==> src/rtl/gf_inv_array_param_if.sv <==
// Streaming bus for the GF(2^m) inversion engine: input batch, field config and output stream.
interface gf_inv_array_param_if #(
  parameter int unsigned M_MAX = 8,
  parameter int unsigned DW    = $clog2(M_MAX + 1)
);
  logic             in_valid;
  logic             in_ready;
  logic [M_MAX-1:0] in_data;
  logic [DW-1:0]    deg;
  logic [M_MAX:0]   poly;
  logic             out_valid;
  logic             out_ready;
  logic [M_MAX-1:0] out_data;

  modport master (
    output in_valid, in_data, deg, poly, out_ready,
    input  in_ready, out_valid, out_data
  );

  modport slave (
    input  in_valid, in_data, deg, poly, out_ready,
    output in_ready, out_valid, out_data
  );
endinterface

==> src/rtl/gf_inv_array_param.sv <==
// Batch GF(2^m) inverter: loads N elements, inverts each by Fermat (a^(2^m-2)) using
// a sequential square-and-multiply, then streams the results in input order.
module gf_inv_array_param #(
  parameter int unsigned M_MAX = 8,
  parameter int unsigned N     = 6,
  parameter int unsigned DW    = $clog2(M_MAX + 1)
) (
  input logic                clk,
  input logic                rst,
  gf_inv_array_param_if.slave bus
);

  localparam int unsigned IW = (N > 1) ? $clog2(N) : 1;
  localparam logic [IW-1:0] LastIdx = IW'(N - 1);

  typedef enum logic [1:0] {StIdle, StLoad, StCalc, StOut} state_e;

  state_e           r_state, w_state_next;
  logic [M_MAX-1:0] r_buf [N];
  logic [IW-1:0]    r_idx;
  logic [DW-1:0]    r_step;
  logic [DW-1:0]    r_deg;
  logic [M_MAX:0]   r_poly;
  logic [M_MAX-1:0] r_sq, r_acc;
  logic             r_out_valid;
  logic [M_MAX-1:0] r_out_data;

  logic             w_in_ready;
  logic [DW-1:0]    w_step_last;
  logic [IW-1:0]    w_idx_inc;
  logic             w_idx_last;
  logic             w_step_end;
  logic [M_MAX-1:0] w_sq_cur, w_acc_cur, w_sq_next, w_acc_next;

  function automatic logic [M_MAX-1:0] deg_mask(input logic [DW-1:0] m);
    logic [M_MAX-1:0] mk;
    mk = '0;
    for (int i = 0; i < int'(M_MAX); i++) begin
      if (i < int'(m)) mk[i] = 1'b1;
    end
    return mk;
  endfunction

  // Carry-less product, then fold every bit >= m back with poly aligned under it.
  function automatic logic [M_MAX-1:0] gf_mul(input logic [M_MAX-1:0] a,
                                              input logic [M_MAX-1:0] b,
                                              input logic [M_MAX:0]   p,
                                              input logic [DW-1:0]    m);
    logic [2*M_MAX-2:0] prod, av, pw;
    prod = '0;
    av   = '0;
    av[M_MAX-1:0] = a;
    for (int j = 0; j < int'(M_MAX); j++) begin
      if (b[j]) prod = prod ^ (av << j);
    end
    pw = '0;
    pw[M_MAX:0] = p;
    for (int i = int'(2 * M_MAX - 2); i >= 0; i--) begin
      if ((i >= int'(m)) && prod[i]) prod = prod ^ (pw << (i - int'(m)));
    end
    return prod[M_MAX-1:0] & deg_mask(m);
  endfunction

  // Illegal degrees below 2 still spend one cycle per element so the batch always finishes.
  assign w_step_last = (r_deg < DW'(2)) ? '0 : r_deg - DW'(2);
  assign w_step_end  = (r_step == w_step_last);
  assign w_idx_inc   = r_idx + IW'(1);
  assign w_idx_last  = (r_idx == LastIdx);

  // First step of an element seeds sq=a, acc=1 without spending an extra cycle.
  assign w_sq_cur   = (r_step == '0) ? r_buf[r_idx] : r_sq;
  assign w_acc_cur  = (r_step == '0) ? M_MAX'(1) : r_acc;
  assign w_sq_next  = gf_mul(w_sq_cur, w_sq_cur, r_poly, r_deg);
  assign w_acc_next = gf_mul(w_acc_cur, w_sq_next, r_poly, r_deg);

  always_ff @(posedge clk) begin
    if (rst) r_state <= StIdle;
    else     r_state <= w_state_next;
  end

  always_comb begin
    w_state_next = r_state;
    unique case (r_state)
      StIdle: if (bus.in_valid) w_state_next = (N == 1) ? StCalc : StLoad;
      StLoad: begin
        if (!bus.in_valid)   w_state_next = StIdle;
        else if (w_idx_last) w_state_next = StCalc;
      end
      StCalc: if (w_idx_last && w_step_end) w_state_next = StOut;
      StOut:  if (r_out_valid && bus.out_ready && w_idx_last) w_state_next = StIdle;
      default: w_state_next = StIdle;
    endcase
  end

  always_comb begin
    w_in_ready = (r_state == StIdle) || (r_state == StLoad);
  end

  assign bus.in_ready  = w_in_ready;
  assign bus.out_valid = r_out_valid;
  assign bus.out_data  = r_out_data;

  always_ff @(posedge clk) begin
    if (rst) begin
      for (int i = 0; i < int'(N); i++) r_buf[i] <= '0;
      r_idx       <= '0;
      r_step      <= '0;
      r_deg       <= '0;
      r_poly      <= '0;
      r_sq        <= '0;
      r_acc       <= '0;
      r_out_valid <= 1'b0;
      r_out_data  <= '0;
    end else begin
      unique case (r_state)
        StIdle: begin
          if (bus.in_valid) begin
            r_deg    <= bus.deg;
            r_poly   <= bus.poly;
            r_buf[0] <= bus.in_data & deg_mask(bus.deg);
            r_idx    <= (N == 1) ? '0 : IW'(1);
            r_step   <= '0;
          end
        end
        StLoad: begin
          if (bus.in_valid) begin
            r_buf[r_idx] <= bus.in_data & deg_mask(r_deg);
            r_idx        <= w_idx_last ? '0 : w_idx_inc;
          end else begin
            r_idx <= '0;
          end
        end
        StCalc: begin
          r_sq  <= w_sq_next;
          r_acc <= w_acc_next;
          if (w_step_end) begin
            r_buf[r_idx] <= w_acc_next;
            r_step       <= '0;
            r_idx        <= w_idx_last ? '0 : w_idx_inc;
          end else begin
            r_step <= r_step + DW'(1);
          end
        end
        StOut: begin
          if (!r_out_valid) begin
            r_out_valid <= 1'b1;
            r_out_data  <= r_buf[r_idx];
          end else if (bus.out_ready) begin
            if (w_idx_last) begin
              r_out_valid <= 1'b0;
              r_out_data  <= '0;
              r_idx       <= '0;
            end else begin
              r_idx      <= w_idx_inc;
              r_out_data <= r_buf[w_idx_inc];
            end
          end
        end
        default: r_idx <= '0;
      endcase
    end
  end

endmodule

==> src/flat_wrapper.sv <==
// flat-port wrapper written by rule: the top's interface ports become plain ports
module gf_inv_array_param_flat 
#(
  parameter int unsigned M_MAX = 8,
  parameter int unsigned N     = 6,
  parameter int unsigned DW    = $clog2(M_MAX + 1)
)
  (clk, rst, bus_in_valid, bus_in_data, bus_deg, bus_poly, bus_out_ready, bus_in_ready, bus_out_valid, bus_out_data);
  gf_inv_array_param_if #(.M_MAX(M_MAX), .DW(DW)) bus_i ();
  input logic clk;
  input logic rst;
  input wire logic [$bits(bus_i.in_valid)-1:0] bus_in_valid;
  input wire logic [$bits(bus_i.in_data)-1:0] bus_in_data;
  input wire logic [$bits(bus_i.deg)-1:0] bus_deg;
  input wire logic [$bits(bus_i.poly)-1:0] bus_poly;
  input wire logic [$bits(bus_i.out_ready)-1:0] bus_out_ready;
  output wire logic [$bits(bus_i.in_ready)-1:0] bus_in_ready;
  output wire logic [$bits(bus_i.out_valid)-1:0] bus_out_valid;
  output wire logic [$bits(bus_i.out_data)-1:0] bus_out_data;
  assign bus_i.in_valid = bus_in_valid;
  assign bus_i.in_data = bus_in_data;
  assign bus_i.deg = bus_deg;
  assign bus_i.poly = bus_poly;
  assign bus_i.out_ready = bus_out_ready;
  assign bus_in_ready = bus_i.in_ready;
  assign bus_out_valid = bus_i.out_valid;
  assign bus_out_data = bus_i.out_data;
  gf_inv_array_param #(.M_MAX(M_MAX), .N(N), .DW(DW)) u_core (.clk(clk), .rst(rst), .bus(bus_i));
endmodule
==> config.mk <==
export PLATFORM = sky130hd
export DESIGN_NAME = gf_inv_array_param_flat
export DESIGN_NICKNAME = d
export VERILOG_FILES = /design/src/rtl/gf_inv_array_param_if.sv /design/src/rtl/gf_inv_array_param.sv /design/src/flat_wrapper.sv
export SDC_FILE = /design/constraint.sdc
export NUM_CORES = 1
export LEC_CHECK = 0
export CAP_MARGIN = 10
export CORE_UTILIZATION = 35
export CTS_CLUSTER_SIZE = 12
export DETAILED_ROUTE_END_ITERATION = 7
export HOLD_SLACK_MARGIN = 0.03
export PLACE_DENSITY = 0.51
export SYNTH_ARGS = -nofsm -noshare
export SYNTH_HDL_FRONTEND = slang
export SYNTH_SLANG_ARGS = --single-unit
==> constraint.sdc <==
create_clock -name clk -period 19.9 [get_ports clk]
set_input_delay 2.985 -clock clk [delete_from_list [all_inputs] [get_ports clk]]
set_output_delay 2.985 -clock clk [all_outputs]
set_load 0.01 [all_outputs]
==> results.toml <==
[power]
finalPower_w = 0.00133
total_leakage_power_nw = 5.19
peakVddDrop_v = 0.0000831
powerDensity_mw_per_mm2 = 78.3

[critical_path]
endpoint_kind = "flop"
path_buf_inv = 2
critical_path_arrival_ns = 18.53
path_depth = 51
crit_family = "compound AO/OA/AOI/OAI gates"
critPathRequiredTime_ns = 20.03
crit_top_cell = "nand2_1"
startpoint = "u_core.r_deg[1]$_SDFFE_PP0P_"
startpoint_type = "flop"
r2r_end = "u_core.r_buf[7][6]$_DFFE_PP_"
reg2regPathDepth = 51
regToRegSetupSlack_ns = 1.50
reg2reg_from = "u_core.r_deg[1]$_SDFFE_PP0P_"
critPathMaxFanout = 19
cp_slowest_stage_delay_ns = 0.94
crit_end = "u_core.r_buf[7][6]$_DFFE_PP_"
crit_slowest_cell = "ha_1"
critical_path_class = "flop to flop"

[detailed_routing]
viasPerCell = 6.35
drc_errors = 0
wl_um = 73400
vias = 16629
drtAntennaViolNets = 0
firstDrtPassIters = 7
avgRoutedWirePerCell_um = 28.0
drtIter0Drc = 2112

[grt]
met2_usage_pct = 47.2
grt_overflow = 0
antenna_found_initial = 2
grtUsageTotal_pct = 32.7
grt_max_degree = 50
grt_pass1_vias = 15339
grt_use_met3_pct = 7.43
grt_pass1_wl_um = 106000
grt_use_met1_pct = 48.0
busiest_layer = "met1"

[timing]
rsz0062_at_grt = "no"
fin_crit_ns = 18.40
worst_slack_ns = 1.50
fin_setup_tns_ns = 0
worst_clock_skew_ns = 0.0112
worst_slew_pin_slew_ns = 1.26
fin_crit_sh_pct = 92.5
slew_viol_final = 0
final-setup-viol-count = 0
max_slew_margin_pct = 15.0
fmax_ghz = 0.0544
timing_hold_violations_final = 0

[cells_and_area]
final_cell_mix = "nor2_1 (267), nand2_1 (243), xnor2_1 (177)"
stdcell_count = 2620
drive_above_1_share_pct = 10.1
layout.nets = 2067
areaGrowthSynthToFinish_pct = 10.2
mostFrequentLayoutCell = "nor2_1"

[hold_path]
hold_class = "flop to flop"
hold_depth = 2

[flow_run]
drv_cap = 0

[yosys]
synth_top_family_by_area = "simple AND/OR/NAND/NOR gates"
synth.area.mux_share_pct = 10.4
synth.distinct_cells = 105
synth-seq-cells = 114
syn-num-nets = 2075
avgSynthCellArea_um2 = 7.57
netlist_area_mm2 = 0.0154
async_reset_ff_share_pct = 0
ys_seq_area_share_pct = 19.0
synthAdderAreaFrac_pct = 1.79
synth_edf_count = 64
synth_xor_area_share_pct = 13.9
synthSimpleGateAreaFrac_pct = 27.8
synth_compound_area_share_pct = 23.2
ys.flop_type = "edfxtp_1"
yosysWarnings = 0
synthCells = 2028

[outcome]
status = "completed"

[floorplan]
die_y_um = 211
rows = 76
die-area_mm2 = 0.0447
start_util_pct = 35.6
core_area_mm2 = 0.0432
ioPinCount = 35
die_w_um = 211

[clocking]
path_clk_slew_ns = 0.05
cts_resized = 0
postCtsSetupBuffers = 0
tritoncts_num_sinks = 114
clockRootBuffer = "clkbuf_16"
clk_latency_ns = 0.44
cts_hold_buf = 0
numCtsBuffers = 17
clockBufferDepth = 2
ctsHtreeMaxLevel = 4
cts_tree = "done"

[place]
dp_hpwl_um = 57300
gp_congestion = 1.07
dp_slack_ns = 1.95
portBuffers = 34
dpl.cell_count = 2586
logic make-up (layout without fill, tap and decap cells):
logic type,Yosys count,after routing
xor gates and xnor gates,229,229
and+or+nand+nor,896,896
other,0,2
DFF,114,114
buffers and inverters,146,151
AOI/OAI and AO/OA,517,517
adders and majority gates,22,22
muxes,104,104
metrics by stage:
stage                     hold WS (ns)  util, %  instance area, um2
after floorplan                  0.437        -               15400
after global routing             0.472     39.2               16900
after detailed placement         0.450     37.9               16400
after global placement           0.445     37.9               16400
final                            0.456     39.2               16900
after CTS                        0.457     39.2               16900
routing by layer:
metal	vias to the layer above	part of all wire, %
met5	-	0
met4	0	2.4
met3	95	11
met2	965	42
met1	8106	45
li1	7463	-
where the power goes:
part	leakage (nW)	switching (W)	internal [W]	total, W
clock	0.257	0.000118	0.000170	0.000288
combinational	3.87	0.000530	0.000230	0.000760
sequential	1.05	0.0000175	0.000260	0.000278
total	5.19	0.000665	0.000660	0.00133
cell usage after synthesis, types with 13 or more instances:
| cell | n | area [um2] |
|---|---|---|
| nor4_1 | 20 | 125 |
| o21ai_1 | 18 | 90.1 |
| a21oi_1 | 134 | 671 |
| o21ai_0 | 75 | 375 |
| inv_1 | 32 | 120 |
| nand4_1 | 15 | 93.8 |
| xor2_1 | 41 | 359 |
| mux2i_1 | 45 | 450 |
| mux4_2 | 42 | 946 |
| edfxtp_1 | 64 | 1920 |
| nor2b_1 | 21 | 131 |
| a31oi_1 | 20 | 125 |
| nor2_1 | 267 | 1000 |
| nor3_1 | 71 | 355 |
| or2_2 | 21 | 131 |
| clkbuf_1 | 80 | 300 |
| buf_2 | 14 | 70.1 |
| or3_1 | 18 | 113 |
| xnor2_1 | 177 | 1550 |
| a211oi_1 | 26 | 195 |
| nand2b_1 | 32 | 200 |
| and3_1 | 15 | 93.8 |
| o22ai_1 | 30 | 188 |
| nand2_1 | 243 | 912 |
| a22o_1 | 15 | 131 |
| ha_1 | 22 | 275 |
| and2_1 | 20 | 125 |
| o211ai_1 | 31 | 233 |
| a211o_1 | 15 | 131 |
| a21o_1 | 13 | 97.6 |
| dfxtp_1 | 50 | 1000 |
| nand3_1 | 83 | 415 |
worst min-delay path: stages, from the launching register on:
cell     delay [ns]
dfxtp_1        0.31
nand2_1        0.05
a21oi_1        0.05
sequential cells by signal, indices dropped and copies added, names as in the netlist, named ones only:
name and count:
u_core.r_buf 64, u_core.r_poly 9, u_core.bus.out_data 8, u_core.r_acc 8, u_core.r_sq 8, u_core.r_deg 4
u_core.r_step 4, u_core.r_idx 3, u_core.bus.out_valid 1, u_core.r_state 1
worst min path at each step:
stage	startpoint	to	slack (ns)
after floorplan	u_core.r_sq[0]$_SDFFE_PP0P_	u_core.r_sq[0]$_SDFFE_PP0P_	0.44
after global placement	u_core.r_sq[6]$_SDFFE_PP0P_	u_core.r_sq[6]$_SDFFE_PP0P_	0.45
after detailed placement	u_core.r_sq[6]$_SDFFE_PP0P_	u_core.r_sq[6]$_SDFFE_PP0P_	0.45
after CTS	u_core.r_sq[6]$_SDFFE_PP0P_	u_core.r_sq[6]$_SDFFE_PP0P_	0.46
after global routing	u_core.r_sq[0]$_SDFFE_PP0P_	u_core.r_sq[0]$_SDFFE_PP0P_	0.47
final	u_core.r_sq[6]$_SDFFE_PP0P_	u_core.r_sq[6]$_SDFFE_PP0P_	0.46
layout make-up:
class / count / area [um2]
flip-flops and latches: 114 / 2930
multi-input cells: 1768 / 11900
diodes: 2 / 5.00
repair buffers: 86 / 738
inverters: 33 / 124
well taps: 585 / 732
clock buffers: 18 / 429
fillers: 4645 / 26200
clock inverters: 14 / 114
(Power assumes the default switching activity.)
